$ cat src/rtl/apb2mem.sv
// apb2mem: APB4 completer that turns each APB transfer into one valid/ready memory-bus transaction.
// Optional response timeout is compiled in when APB2MEM_TIMEOUT_EN is defined.
module apb2mem #(
  parameter int unsigned TIMEOUT_CYCLES = 256
) (
  input  logic        clk_i,
  input  logic        rst_n_i,
  input  logic [31:0] apb_paddr_i,
  input  logic [2:0]  apb_pprot_i,
  input  logic        apb_psel_i,
  input  logic        apb_penable_i,
  input  logic        apb_pwrite_i,
  input  logic [31:0] apb_pwdata_i,
  input  logic [3:0]  apb_pstrb_i,
  output logic        apb_pready_o,
  output logic [31:0] apb_prdata_o,
  output logic        apb_pslverr_o,
  output logic        mem_valid_o,
  output logic [31:0] mem_addr_o,
  output logic [31:0] mem_wdata_o,
  output logic [3:0]  mem_wstrb_o,
  input  logic [31:0] mem_rdata_i,
  input  logic        mem_ready_i
);

  typedef enum logic [1:0] {
    ST_IDLE = 2'd0,
    ST_REQ  = 2'd1,
    ST_RESP = 2'd2
  } state_t;

  state_t      r_state;
  logic        r_abandon;
  logic        r_pready;
  logic [31:0] r_prdata;
  logic        r_pslverr;
  logic        r_mem_valid;
  logic [31:0] r_mem_addr;
  logic [31:0] r_mem_wdata;
  logic [3:0]  r_mem_wstrb;

  logic w_setup;
  logic w_misaligned;
  logic w_null_write;
  logic w_abandon;
  logic w_timeout;
  logic w_unused_pprot;

  assign w_setup        = apb_psel_i & ~apb_penable_i;
  assign w_misaligned   = (apb_paddr_i[1:0] != 2'b00);
  assign w_null_write   = apb_pwrite_i & (apb_pstrb_i == 4'b0000);
  // The initiator walked away mid-transfer if psel dropped at any point during REQ.
  assign w_abandon      = r_abandon | ~apb_psel_i;
  assign w_unused_pprot = ^apb_pprot_i;

`ifdef APB2MEM_TIMEOUT_EN
  localparam int unsigned CNT_W = $clog2(TIMEOUT_CYCLES + 1);

  logic [CNT_W-1:0] r_cnt;

  // Terminal count is reached on the TIMEOUT_CYCLES-th unacknowledged REQ cycle; ready wins a tie.
  assign w_timeout = ~mem_ready_i & (r_cnt == CNT_W'(TIMEOUT_CYCLES - 1));

  // Count REQ cycles without an acknowledge; cleared whenever not in REQ.
  always_ff @(posedge clk_i) begin
    if (!rst_n_i) begin
      r_cnt <= {CNT_W{1'b0}};
    end else if (r_state != ST_REQ) begin
      r_cnt <= {CNT_W{1'b0}};
    end else if (!mem_ready_i) begin
      r_cnt <= r_cnt + CNT_W'(1);
    end else begin
      r_cnt <= r_cnt;
    end
  end
`else
  assign w_timeout = 1'b0;
`endif

  // Transfer FSM with all APB and memory-bus outputs registered.
  always_ff @(posedge clk_i) begin
    if (!rst_n_i) begin
      r_state     <= ST_IDLE;
      r_abandon   <= 1'b0;
      r_pready    <= 1'b0;
      r_prdata    <= 32'h0000_0000;
      r_pslverr   <= 1'b0;
      r_mem_valid <= 1'b0;
      r_mem_addr  <= 32'h0000_0000;
      r_mem_wdata <= 32'h0000_0000;
      r_mem_wstrb <= 4'b0000;
    end else begin
      case (r_state)
        ST_IDLE: begin
          r_pready  <= 1'b0;
          r_pslverr <= 1'b0;
          r_abandon <= 1'b0;
          if (w_setup) begin
            r_mem_addr  <= apb_paddr_i;
            r_mem_wdata <= apb_pwdata_i;
            r_mem_wstrb <= apb_pwrite_i ? apb_pstrb_i : 4'b0000;
            if (w_misaligned) begin
              r_pready  <= 1'b1;
              r_pslverr <= 1'b1;
              r_state   <= ST_RESP;
            end else if (w_null_write) begin
              r_pready  <= 1'b1;
              r_pslverr <= 1'b0;
              r_state   <= ST_RESP;
            end else begin
              r_mem_valid <= 1'b1;
              r_state     <= ST_REQ;
            end
          end
        end

        ST_REQ: begin
          if (!apb_psel_i) begin
            r_abandon <= 1'b1;
          end
          if (mem_ready_i) begin
            r_mem_valid <= 1'b0;
            r_prdata    <= (r_mem_wstrb == 4'b0000) ? mem_rdata_i : 32'h0000_0000;
            if (w_abandon) begin
              r_state <= ST_IDLE;
            end else begin
              r_pready  <= 1'b1;
              r_pslverr <= 1'b0;
              r_state   <= ST_RESP;
            end
          end else if (w_timeout) begin
            r_mem_valid <= 1'b0;
            r_prdata    <= 32'h0000_0000;
            if (w_abandon) begin
              r_state <= ST_IDLE;
            end else begin
              r_pready  <= 1'b1;
              r_pslverr <= 1'b1;
              r_state   <= ST_RESP;
            end
          end
        end

        ST_RESP: begin
          r_pready  <= 1'b0;
          r_pslverr <= 1'b0;
          r_state   <= ST_IDLE;
        end

        default: begin
          r_state     <= ST_IDLE;
          r_abandon   <= 1'b0;
          r_pready    <= 1'b0;
          r_pslverr   <= 1'b0;
          r_mem_valid <= 1'b0;
        end
      endcase
    end
  end

  assign apb_pready_o  = r_pready;
  assign apb_prdata_o  = r_prdata;
  assign apb_pslverr_o = r_pslverr;
  assign mem_valid_o   = r_mem_valid;
  assign mem_addr_o    = r_mem_addr;
  assign mem_wdata_o   = r_mem_wdata;
  assign mem_wstrb_o   = r_mem_wstrb;

endmodule

$ cat config.mk
export PLATFORM = sky130hd
export DESIGN_NAME = apb2mem
export DESIGN_NICKNAME = d
export VERILOG_FILES = /design/src/rtl/apb2mem.sv
export SDC_FILE = /design/constraint.sdc
export NUM_CORES = 1
export LEC_CHECK = 0
export ABC_CLOCK_PERIOD_IN_PS = 1650
export CAP_MARGIN = 20
export CELL_PAD_IN_SITES_DETAIL_PLACEMENT = 1
export CELL_PAD_IN_SITES_GLOBAL_PLACEMENT = 2
export CORE_ASPECT_RATIO = 0.9
export CORE_MARGIN = 3
export CORE_UTILIZATION = 18
export DETAILED_ROUTE_END_ITERATION = 8
export PLACE_DENSITY_LB_ADDON = 0.1
export SETUP_SLACK_MARGIN = 0.1
export SLEW_MARGIN = 20
export SYNTH_ARGS = -nofsm -noshare
export SYNTH_HDL_FRONTEND = slang
export SYNTH_SLANG_ARGS = --single-unit
$ cat constraint.sdc
create_clock -name clk_i -period 1.65 [get_ports clk_i]
set_clock_uncertainty 0.15 [all_clocks]
set_input_delay 0.33 -clock clk_i [delete_from_list [all_inputs] [get_ports clk_i]]
set_output_delay 0.33 -clock clk_i [all_outputs]
set_load 0.01 [all_outputs]
==> results.py, run 1 <==
metrics = {
    "sta": {
        "timing_worst_slew_pin_value_ns": 0.442,
        "final_setup_fails": 67,
        "post-route-period-util_pct": 105,
        "rsz0062_at_grt": "true",
        "layout_setup_ws_ns": -0.0869,
        "finalCriticalPeriod_ns": 1.74,
        "whs_ns": 0.175,
        "report.final.slew_viol_count": 0,
        "fmax_mhz": 576,
        "slew_headroom_pct": 70.3,
        "finalHoldViolations": 0,
    },
    "routing": {
        "post-route-drc-count": 0,
        "detail_route.first_pass.iterations": 4,
        "antenna_left": 0,
        "vias": 4213,
        "drt_iter0_drc": 102,
        "wl_per_cell_um": 18.2,
        "wirelength_um": 18100,
        "post_drt_via_cell_ratio": 4.25,
    },
    "finish": {
        "antenna_cells_inserted": 0,
        "fin_nets": 817,
        "layoutNonFillerInstCount": 991,
        "post_route_standard_cell_area_excluding_fillers_mm2": 0.00772,
        "fraction_of_final_layout_cells_sized_beyond_drive_strength_1_pct": 25.7,
        "layout.filler_cells": 2318,
        "syn_to_final_growth_pct": 103,
        "area.sequential_mm2": 0.00213,
        "multi_input_comb_area_mm2": 0.00210,
    },
    "worst_setup_path": {
        "worst_setup_path_type": "flop to flop",
        "cp-end-kind": "flop",
        "worstPathArrival_ns": 1.82,
        "worstSetupStartpointType": "flop",
        "cp_cell_sequence": "or4b_4, buf_12, clkbuf_16, nand2_4, a21oi_1",
        "timing.critical_path.slowest_cell_delay_ns": 0.63,
        "crit_path_max_fanout": 8,
        "critPathRequiredTime_ns": 1.73,
        "cp_slowest_cell": "or4b_4",
        "path_buf_inv": 2,
        "critical-path-top-delay-family": "simple AND/OR/NAND/NOR gates",
    },
    "grt": {
        "globalRouteTotalUtil_pct": 14.4,
        "overflow": 0,
        "grt_antenna_before_repair": 1,
        "vias_in_the_first_global_route": 4398,
        "grt_start_max_net_pins": 57,
        "grt_pass1_wl_um": 25900,
    },
    "synth": {
        "synth_cell_types": 25,
        "synthFlopType": "dfxtp_1",
        "post_synth.cell_area_avg_um2": 8.03,
        "synth_common_cells": "164 x nand2_1, 106 x dfxtp_1, 102 x a21oi_1",
        "mappedNetlistNets": 583,
        "ffs_w_async_s_r_synth_pct": 0,
        "yosysTopAreaCell": "dfxtp_1",
        "post-synth-top-count-cell": "nand2_1",
        "yosys_reg_bits": 106,
        "ys_seq_area_share_pct": 55.7,
        "synth_top_area_share_pct": 55.7,
        "synth_warnings": 0,
        "synth.area.top_cells": "dfxtp_1 56%, nand2_1 16%, a21oi_1 13%",
        "post_synth_inst_count": 474,
        "syn-cell-area_mm2": 0.00381,
        "synth_edf_count": 0,
    },
    "min_path": {
        "hold_class": "input pin to flop",
    },
    "clocking": {
        "clkSlewWorstSetupHoldPaths_ns": 0.07,
        "h-tree-depth": 3,
        "cts_sinks": 106,
        "clock_tree.root_cell": "clkbuf_16",
        "cts-root-to-sink-buffers": 2,
        "cts-buffers-inserted": 9,
        "cts_tree": "yes",
        "clock_latency_ns": 0.35,
    },
    "place": {
        "port_buffers": 208,
        "dpl_cell_area_mm2": 0.00640,
        "hpwl_um": 10600,
        "place.gp.congestion": 0.728,
        "dp.cells": 950,
    },
    "die": {
        "die_h_um": 144,
        "die_width_um": 159,
        "core_area_mm2": 0.0204,
        "io_pins": 212,
        "design.die.area_mm2": 0.0229,
        "floorplan.initialDensity_pct": 18.7,
        "rows": 49,
    },
    "power_and_ir_drop": {
        "static_leakage_nw": 3.20,
        "power_density_mw_per_mm2": 809,
        "ir_worst_vdd_mv": 0.444,
    },
    "outcome": {
        "run_status": "finished, violations left",
        "failed_checks": "negative setup slack",
    },
    "job": {
        "timing.max_cap.violations": 0,
    },
}
-- state kept, by name (all words and copies together), names as in the netlist --
| register | cells |
|---|---|
| mem_addr_o | 32 |
| mem_wdata_o | 32 |
| apb_pready_o | 1 |
| mem_valid_o | 1 |
| apb_prdata_o | 32 |
| r_abandon | 1 |
| r_state | 2 |
| apb_pslverr_o | 1 |
| mem_wstrb_o | 4 |
-- stage by stage --
stage	TNS [ns]	total power, W	setup WS (ns)	utilization [%]
after global placement	-35.79	0.00360	-0.454	31.4
after floorplan	-0.329	0.00303	-0.0315	-
after CTS	-2.95	0.00623	-0.0707	34.9
after detailed placement	-38.29	0.00362	-0.470	31.4
final	-2.87	0.00625	-0.0869	37.9
after global routing	-5.25	0.00654	-0.116	37.9
-- routing by layer --
layer,share of wire (%),track usage (%),vias up
li1,-,-,2055
met1,44,18.0,2021
met2,49,24.3,122
met3,6.1,5.58,13
met4,0.52,2.21,2
met5,0.072,0,-
-- final timing paths --
| kind | endpoint | startpoint | slack, ns | cells past startpoint |
|---|---|---|---|---|
| setup reg to reg | mem_wdata_o[18] | r_state[1] | -0.09 | 5 |
| hold reg to reg | mem_addr_o[1] | mem_addr_o[1] | 0.30 | 2 |
| hold / removal | mem_wstrb_o[2] | apb_pstrb_i[2] | 0.18 | 3 |
| setup / recovery | mem_wdata_o[18] | r_state[1] | -0.09 | 5 |
-- area by class of cell --
class,instances,area share [%]
clock inverter,3,1.17
multi-input combinational,328,27.2
timing repair buffer,260,36.3
clock buffer,11,3.01
tap,280,4.54
inverter,3,0.162
sequential,106,27.6
-- placed cells by master (no fill, tap or decap), types with 2 or more instances in the layout --
master           netlist  layout
clkdlybuf4s50_1        0      99
dfxtp_4                0       2
nand2_1              164     106
a2111oi_1              1       2
clkdlybuf4s15_1        0      11
dlygate4sd2_1          0      93
inv_1                  3       2
clkbuf_16              0      15
a21oi_2                0      19
nor4_2                 0       2
a21oi_1              102      83
nor2b_1                2       2
clkbuf_1              33       2
o21ai_0                3       2
nand2_2                0      25
buf_12                 0      10
or4b_4                 1       2
nand3_4                0       2
nand2b_1               2       2
buf_4                  0      19
dfxtp_1              106     101
bufinv_16              0       3
nand3_2                0      22
buf_8                  0       2
clkbuf_2               0       3
buf_16                 0       8
a2111oi_4              0       2
nand2_4                0      33
nand3_1               36      12
buf_6                  3       6
nand3b_1               2       2
dlymetal6s2s_1         0       2
dfxtp_2                0       3
-- cells by family (layout without fill, tap and decap cells) --
group           count (synthesis)  after routing  synth area share [%]
simple gates                  213            214                  23.5
buf+inv                        41            277                  4.70
compound gates                114            114                  16.0
flops                         106            106                  55.7
-- power by group --
| part | internal (W) | switching (W) |
|---|---|---|
| Clock | 0.00147 | 0.000970 |
| Sequential | 0.00264 | 0.0000684 |
| Combinational | 0.000600 | 0.000497 |
| Total | 0.00471 | 0.00154 |
-- what timing repair did --
| item | in CTS | in global routing |
|---|---|---|
| hold buffers | 0 | 0 |
| endpoints found under the setup margin | 176 | 116 |
| buffers inserted | 6 | 4 |
| pin swaps | 20 | 68 |
| cloned | 11 | 7 |
| resized for setup | 158 | 138 |
-- worst register-to-register path, cell delays in order, from the launching register on --
cell and delay, ns:
dfxtp_4 0.35, or4b_4 0.63, buf_12 0.19, clkbuf_16 0.18
nand2_4 0.06, a21oi_1 0.06
No activity file was read; power rests on OpenSTA's default activity.
==> run 2: changes to the inputs <==
Settings changed: PLACE_DENSITY set to 0.77, PLACE_DENSITY_LB_ADDON 0.1 to unset.
==> results.py, run 2 (synthesis results as in run 1) <==
metrics = {
    "clocking": {
        "cts_tree": "yes",
        "clkSlewWorstSetupHoldPaths_ns": 0.08,
        "hold_buffers": 0,
        "clock_latency_ns": 0.36,
        "h-tree-depth": 3,
        "cts_sinks": 106,
        "cts-root-to-sink-buffers": 2,
        "cts-buffers-inserted": 9,
        "clock_tree.root_cell": "clkbuf_16",
    },
    "finish": {
        "mostFrequentLayoutCells": "134 x nand2_1, 104 x dfxtp_1, 99 x clkdlybuf4s50_1",
        "fraction_of_final_layout_cells_sized_beyond_drive_strength_1_pct": 29.3,
        "fin_nets": 821,
        "post_route_standard_cell_area_excluding_fillers_mm2": 0.00788,
        "syn_to_final_growth_pct": 107,
        "layout.filler_cells": 2329,
        "mostFrequentLayoutCell": "nand2_1",
    },
    "grt": {
        "grt_antenna_before_repair": 2,
        "grt_start_max_net_pins": 55,
        "globalRouteTotalUtil_pct": 13.8,
        "overflow": 0,
        "grt_pass1_wl_um": 25200,
        "vias_in_the_first_global_route": 4652,
    },
    "worst_setup_path": {
        "worstSetupStartpointType": "flop",
        "critPathRequiredTime_ns": 1.80,
        "worstPathArrival_ns": 1.85,
        "critical_path_depth": 4,
        "cp-end-kind": "flop",
        "cp_slowest_cell": "or4b_4",
        "worst_setup_path_type": "flop to flop",
        "cp_cell_sequence": "or4b_4, buf_12, a2111oi_4, o21a_1",
        "timing.critical_path.slowest_cell_delay_ns": 0.60,
        "ff2ff_path_depth": 4,
        "crit_path_max_fanout": 5,
        "critical-path-top-delay-family": "simple AND/OR/NAND/NOR gates",
        "path_buf_inv": 1,
    },
    "die": {
        "die_h_um": 144,
        "die_width_um": 159,
        "design.die.area_mm2": 0.0229,
        "rows": 49,
        "floorplan.initialDensity_pct": 18.7,
        "io_pins": 212,
        "core_area_mm2": 0.0204,
    },
    "power_and_ir_drop": {
        "clock_power_share_pct": 36.9,
        "design_power_total_w": 0.00600,
        "power.combinational.fraction_pct": 18.0,
        "static_leakage_nw": 3.12,
        "internal_power_w": 0.00440,
        "power.share.sequential_pct": 45.1,
        "power_switching_share_pct": 26.6,
        "ir_worst_vdd_mv": 0.550,
        "power_density_mw_per_mm2": 761,
        "netSwitchingPower_w": 0.00160,
    },
    "sta": {
        "finalCriticalPeriod_ns": 1.70,
        "slew_headroom_pct": 74.2,
        "timing_worst_slew_pin_value_ns": 0.387,
        "rsz0062_at_grt": "true",
        "final_setup_fails": 58,
        "fmax_mhz": 589,
        "whs_ns": 0.304,
        "report.final.slew_viol_count": 0,
        "finalHoldViolations": 0,
        "post-route-period-util_pct": 103,
        "layout_setup_ws_ns": -0.0465,
    },
    "min_path": {
        "min_path_cells": 2,
        "hold_class": "flop to flop",
    },
    "place": {
        "place_worst_setup_slack_ns": -0.509,
        "hpwl_um": 11200,
        "dpl_cell_area_mm2": 0.00647,
        "place.gp.congestion": 0.776,
        "port_buffers": 208,
    },
    "routing": {
        "wl_per_cell_um": 17.1,
        "drt_iter0_drc": 122,
        "vias": 4264,
        "wirelength_um": 17100,
        "antenna_left": 0,
        "post-route-drc-count": 0,
        "detail_route.first_pass.iterations": 4,
        "post_drt_via_cell_ratio": 4.27,
    },
    "outcome": {
        "run_status": "finished, violations left",
        "failed_checks": "negative setup slack",
    },
    "job": {
        "timing.max_cap.violations": 0,
    },
}
[run 2: cell count changes in the layout (fill, tap and decap cells not counted), moves of 5 or more]
cell | before | now
nand2_2 | 25 | 7
a21oi_1 | 83 | 48
nand2_4 | 33 | 23
dlygate4sd2_1 | 93 | 98
nand2_1 | 106 | 134
nand3_2 | 22 | 4
nand3_1 | 12 | 4
clkdlybuf4s15_1 | 11 | 4
buf_6 | 6 | 12
nand3_4 | 2 | 28
buf_4 | 19 | 25
a21oi_2 | 19 | 54
[run 2: repair_timing]
item,in CTS,in global routing
endpoints found under the setup margin,177,116
resized for setup,160,173
buffers inserted,9,7
pin swaps,18,80
gates cloned,6,4
[run 2: tightest hold or removal path, delay by kind of cell, from the launching register on]
kind | cells | cell delay (ns)
AOI/OAI and AO/OA | 1 | 0.05
and+or+nand+nor | 1 | 0.05
DFF | 1 | 0.31
[run 2: layout make-up]
type	count	area (um^2)	area share (%)
antenna	2	5.00	0.0635
clock buffer	10	229	2.90
clock inverter	6	70.1	0.889
sequential	106	2130	27.0
multi-input combinational	327	2380	30.2
inverter	3	12.5	0.159
tap	280	350	4.44
timing repair buffer	265	2710	34.3
[run 2: final timing paths]
kind                                startpoint  slack (ns)              to
worst min-delay path            mem_addr_o[23]        0.30  mem_addr_o[23]
worst max register to register      r_state[0]       -0.05      r_state[0]
worst min register to register  mem_addr_o[23]        0.30  mem_addr_o[23]
worst max-delay path                r_state[0]       -0.05      r_state[0]
[run 2: power by group through the flow]
stage / combinational (W) / sequential (W) / clock, W
6_report: 0.00108 / 0.00271 / 0.00221
5_1_grt: 0.00116 / 0.00272 / 0.00242
4_1_cts: 0.000937 / 0.00270 / 0.00232
3_5_place_dp: 0.000874 / 0.00276 / 0
3_3_place_gp: 0.000856 / 0.00275 / 0
2_1_floorplan: 0.000245 / 0.00279 / 0
[run 2: layer usage]
| layer | vias to the layer above | GRT usage (%) | share of wire, % |
|---|---|---|---|
| met5 | - | 0 | 0 |
| met4 | 0 | 3.45 | 1.0 |
| met3 | 12 | 6.76 | 8.4 |
| met2 | 142 | 23.8 | 50 |
| met1 | 2053 | 15.6 | 41 |
| li1 | 2057 | - | - |
[run 2: per-stage QoR]
| step | std cells | TNS (ns) | util, % |
|---|---|---|---|
| 4_1_cts | 988 | -0.950 | 34.8 |
| 5_1_grt | 999 | -4.14 | 38.7 |
| 3_5_place_dp | 957 | -36.98 | 31.8 |
| 6_report | 999 | -1.65 | 38.7 |
| 2_1_floorplan | 474 | -0.329 | - |
| 3_3_place_gp | 957 | -33.46 | 31.8 |
==> run 3: changes to the inputs <==
Settings changed: ABC_AREA set to 1, CORE_UTILIZATION 18 to 19.
==> results.py, run 3 <==
metrics = {
    "routing": {
        "post-route-drc-count": 0,
        "vias": 3869,
        "drt_iter0_drc": 128,
        "detail_route.first_pass.iterations": 4,
        "post_drt_via_cell_ratio": 4.06,
        "antenna_left": 0,
        "wirelength_um": 14200,
        "wl_per_cell_um": 14.9,
    },
    "sta": {
        "slew_headroom_pct": 80.4,
        "final_setup_fails": 0,
        "whs_ns": 0.231,
        "timing_worst_slew_pin_value_ns": 0.295,
        "tns_ns": 0,
        "post-route-period-util_pct": 90.3,
        "rsz0062_at_grt": "false",
        "report.final.slew_viol_count": 0,
        "layout_setup_ws_ns": 0.161,
        "finalCriticalPeriod_ns": 1.49,
        "fmax_mhz": 671,
        "finalHoldViolations": 0,
    },
    "place": {
        "port_buffers": 208,
        "place_worst_setup_slack_ns": -0.276,
        "hpwl_um": 10700,
        "place.gp.congestion": 0.723,
        "dpl_cell_area_mm2": 0.00651,
    },
    "synth": {
        "synth_common_cells": "140 x nor2_1, 106 x dfxtp_1, 43 x o21ai_1",
        "ys_seq_area_share_pct": 52.4,
        "post_synth_inst_count": 455,
        "synth.area.top_cells": "dfxtp_1 52%, nor2_1 13%, a22oi_2 9.3%",
        "yosysTopAreaCell": "dfxtp_1",
        "post-synth-top-count-cell": "nor2_1",
        "synthFlopType": "dfxtp_1",
        "synth_cell_types": 23,
        "post_synth.cell_area_avg_um2": 8.90,
        "yosys_reg_bits": 106,
        "ffs_w_async_s_r_synth_pct": 0,
        "synth_warnings": 0,
        "synth_top_area_share_pct": 52.4,
        "syn-cell-area_mm2": 0.00405,
        "mappedNetlistNets": 564,
        "synth_edf_count": 0,
    },
    "finish": {
        "multi_input_comb_area_mm2": 0.00167,
        "fin_nets": 772,
        "mostFrequentLayoutCells": "140 x nor2_1, 106 x dfxtp_1, 104 x clkdlybuf4s50_1",
        "antenna_cells_inserted": 0,
        "layout.filler_cells": 2478,
        "syn_to_final_growth_pct": 65.9,
        "area.sequential_mm2": 0.00212,
        "post_route_standard_cell_area_excluding_fillers_mm2": 0.00672,
        "mostFrequentLayoutCell": "nor2_1",
        "fraction_of_final_layout_cells_sized_beyond_drive_strength_1_pct": 16.2,
    },
    "die": {
        "design.die.area_mm2": 0.0231,
        "floorplan.initialDensity_pct": 19.4,
        "die_h_um": 144,
        "core_area_mm2": 0.0209,
        "io_pins": 212,
        "rows": 50,
        "die_width_um": 160,
    },
    "grt": {
        "grt_start_max_net_pins": 51,
        "grt_pass1_wl_um": 22300,
        "grt_antenna_before_repair": 0,
        "overflow": 0,
        "globalRouteTotalUtil_pct": 12.2,
        "vias_in_the_first_global_route": 4217,
    },
    "power_and_ir_drop": {
        "static_leakage_nw": 2.85,
        "power_density_mw_per_mm2": 867,
        "ir_worst_vdd_mv": 0.723,
    },
    "worst_setup_path": {
        "timing.critical_path.slowest_cell_delay_ns": 0.36,
        "cp_cell_sequence": "clkdlybuf4s15_1",
        "worstSetupStartpointType": "flop",
        "cp_slowest_cell": "dfxtp_1",
        "path_buf_inv": 1,
        "crit_path_max_fanout": 3,
        "critical-path-top-delay-family": "flip-flops",
        "r2r_setup_slack_ns": 0.21,
        "worst_setup_path_type": "flop to output port",
        "cp-end-kind": "output port",
        "critPathRequiredTime_ns": 1.17,
        "worstPathArrival_ns": 1.01,
    },
    "clocking": {
        "h-tree-depth": 3,
        "clock_latency_ns": 0.34,
        "cts_sinks": 106,
        "cts_tree": "yes",
        "clkSlewWorstSetupHoldPaths_ns": 0.07,
        "cts-buffers-inserted": 9,
        "clock_tree.root_cell": "clkbuf_16",
        "cts-root-to-sink-buffers": 2,
    },
    "outcome": {
        "run_status": "complete, no violations",
    },
    "job": {
        "timing.max_cap.violations": 0,
    },
    "min_path": {
        "hold_class": "input pin to flop",
    },
}
==> run 3: changes by cell type in the layout (fill, tap and decap cells not counted), moves of 11 or more <==
cell / change
o21ai_1: +45
nor2_2: +30
a21oi_1: -42
nor2_1: +139
buf_6: -11
buf_4: -17
o21ai_0: +20
a22oi_2: +30
a21oi_2: -51
nand2_1: -116
nand3_4: -28
nand2_4: -21
==> run 3: cells by family (layout without fill, tap and decap cells) <==
group / after synthesis / after routing / share of synthesized area [%]
AO/OA/AOI/OAI: 109 / 109 / 19.5
buffers and inverters: 41 / 252 / 6.58
flip-flops: 106 / 106 / 52.4
AND/OR/NAND/NOR: 199 / 199 / 21.5
==> run 3: final timing paths <==
path	cells after the start	from	endpoint
hold / removal	3	rst_n_i	mem_wdata_o[2]
setup reg to reg	7	r_state[0]	apb_prdata_o[18]
hold reg to reg	2	mem_valid_o	mem_valid_o
setup / recovery	1	mem_wstrb_o[1]	mem_wstrb_o[1]
==> run 3: cell type report <==
| class | instances | area share (%) |
|---|---|---|
| multi-input cells | 308 | 24.8 |
| clock inverters | 5 | 0.857 |
| repair buffers | 228 | 33.5 |
| well taps | 286 | 5.33 |
| flip-flops and latches | 106 | 31.6 |
| clock buffers | 9 | 3.35 |
| inverters | 10 | 0.596 |
==> run 3: per-layer routing <==
layer  part of all wire [%]  global-route usage, %  vias to the layer above
li1                       -                      -                     1907
met1                     41                   13.1                     1808
met2                     48                   21.6                      138
met3                    9.0                   5.58                       16
met4                    1.8                   3.93                        0
met5                      0                      0                        -
==> run 3: timing repair <==
item	4_1_cts	5_1_grt
buffers inserted	0	2
pin swaps	0	2
cloned	0	1
setup endpoints to repair	104	16
gates resized for setup	104	8
hold endpoints to repair	0	0
hold buffers	0	0
==> run 3: through the flow <==
step | util, % | instances | total power [W]
2_1_floorplan | - | 455 | 0.00319
3_3_place_gp | 31.1 | 935 | 0.00381
3_5_place_dp | 31.1 | 935 | 0.00384
4_1_cts | 31.9 | 949 | 0.00597
5_1_grt | 32.1 | 952 | 0.00618
6_report | 32.1 | 952 | 0.00583
==> run 3: power by group <==
| group | leakage [nW] | switching, W | internal [W] |
|---|---|---|---|
| combinational | 1.86 | 0.000437 | 0.000494 |
| clock | 0.129 | 0.000984 | 0.00116 |
| sequential | 0.867 | 0.0000674 | 0.00269 |
| total | 2.85 | 0.00149 | 0.00434 |
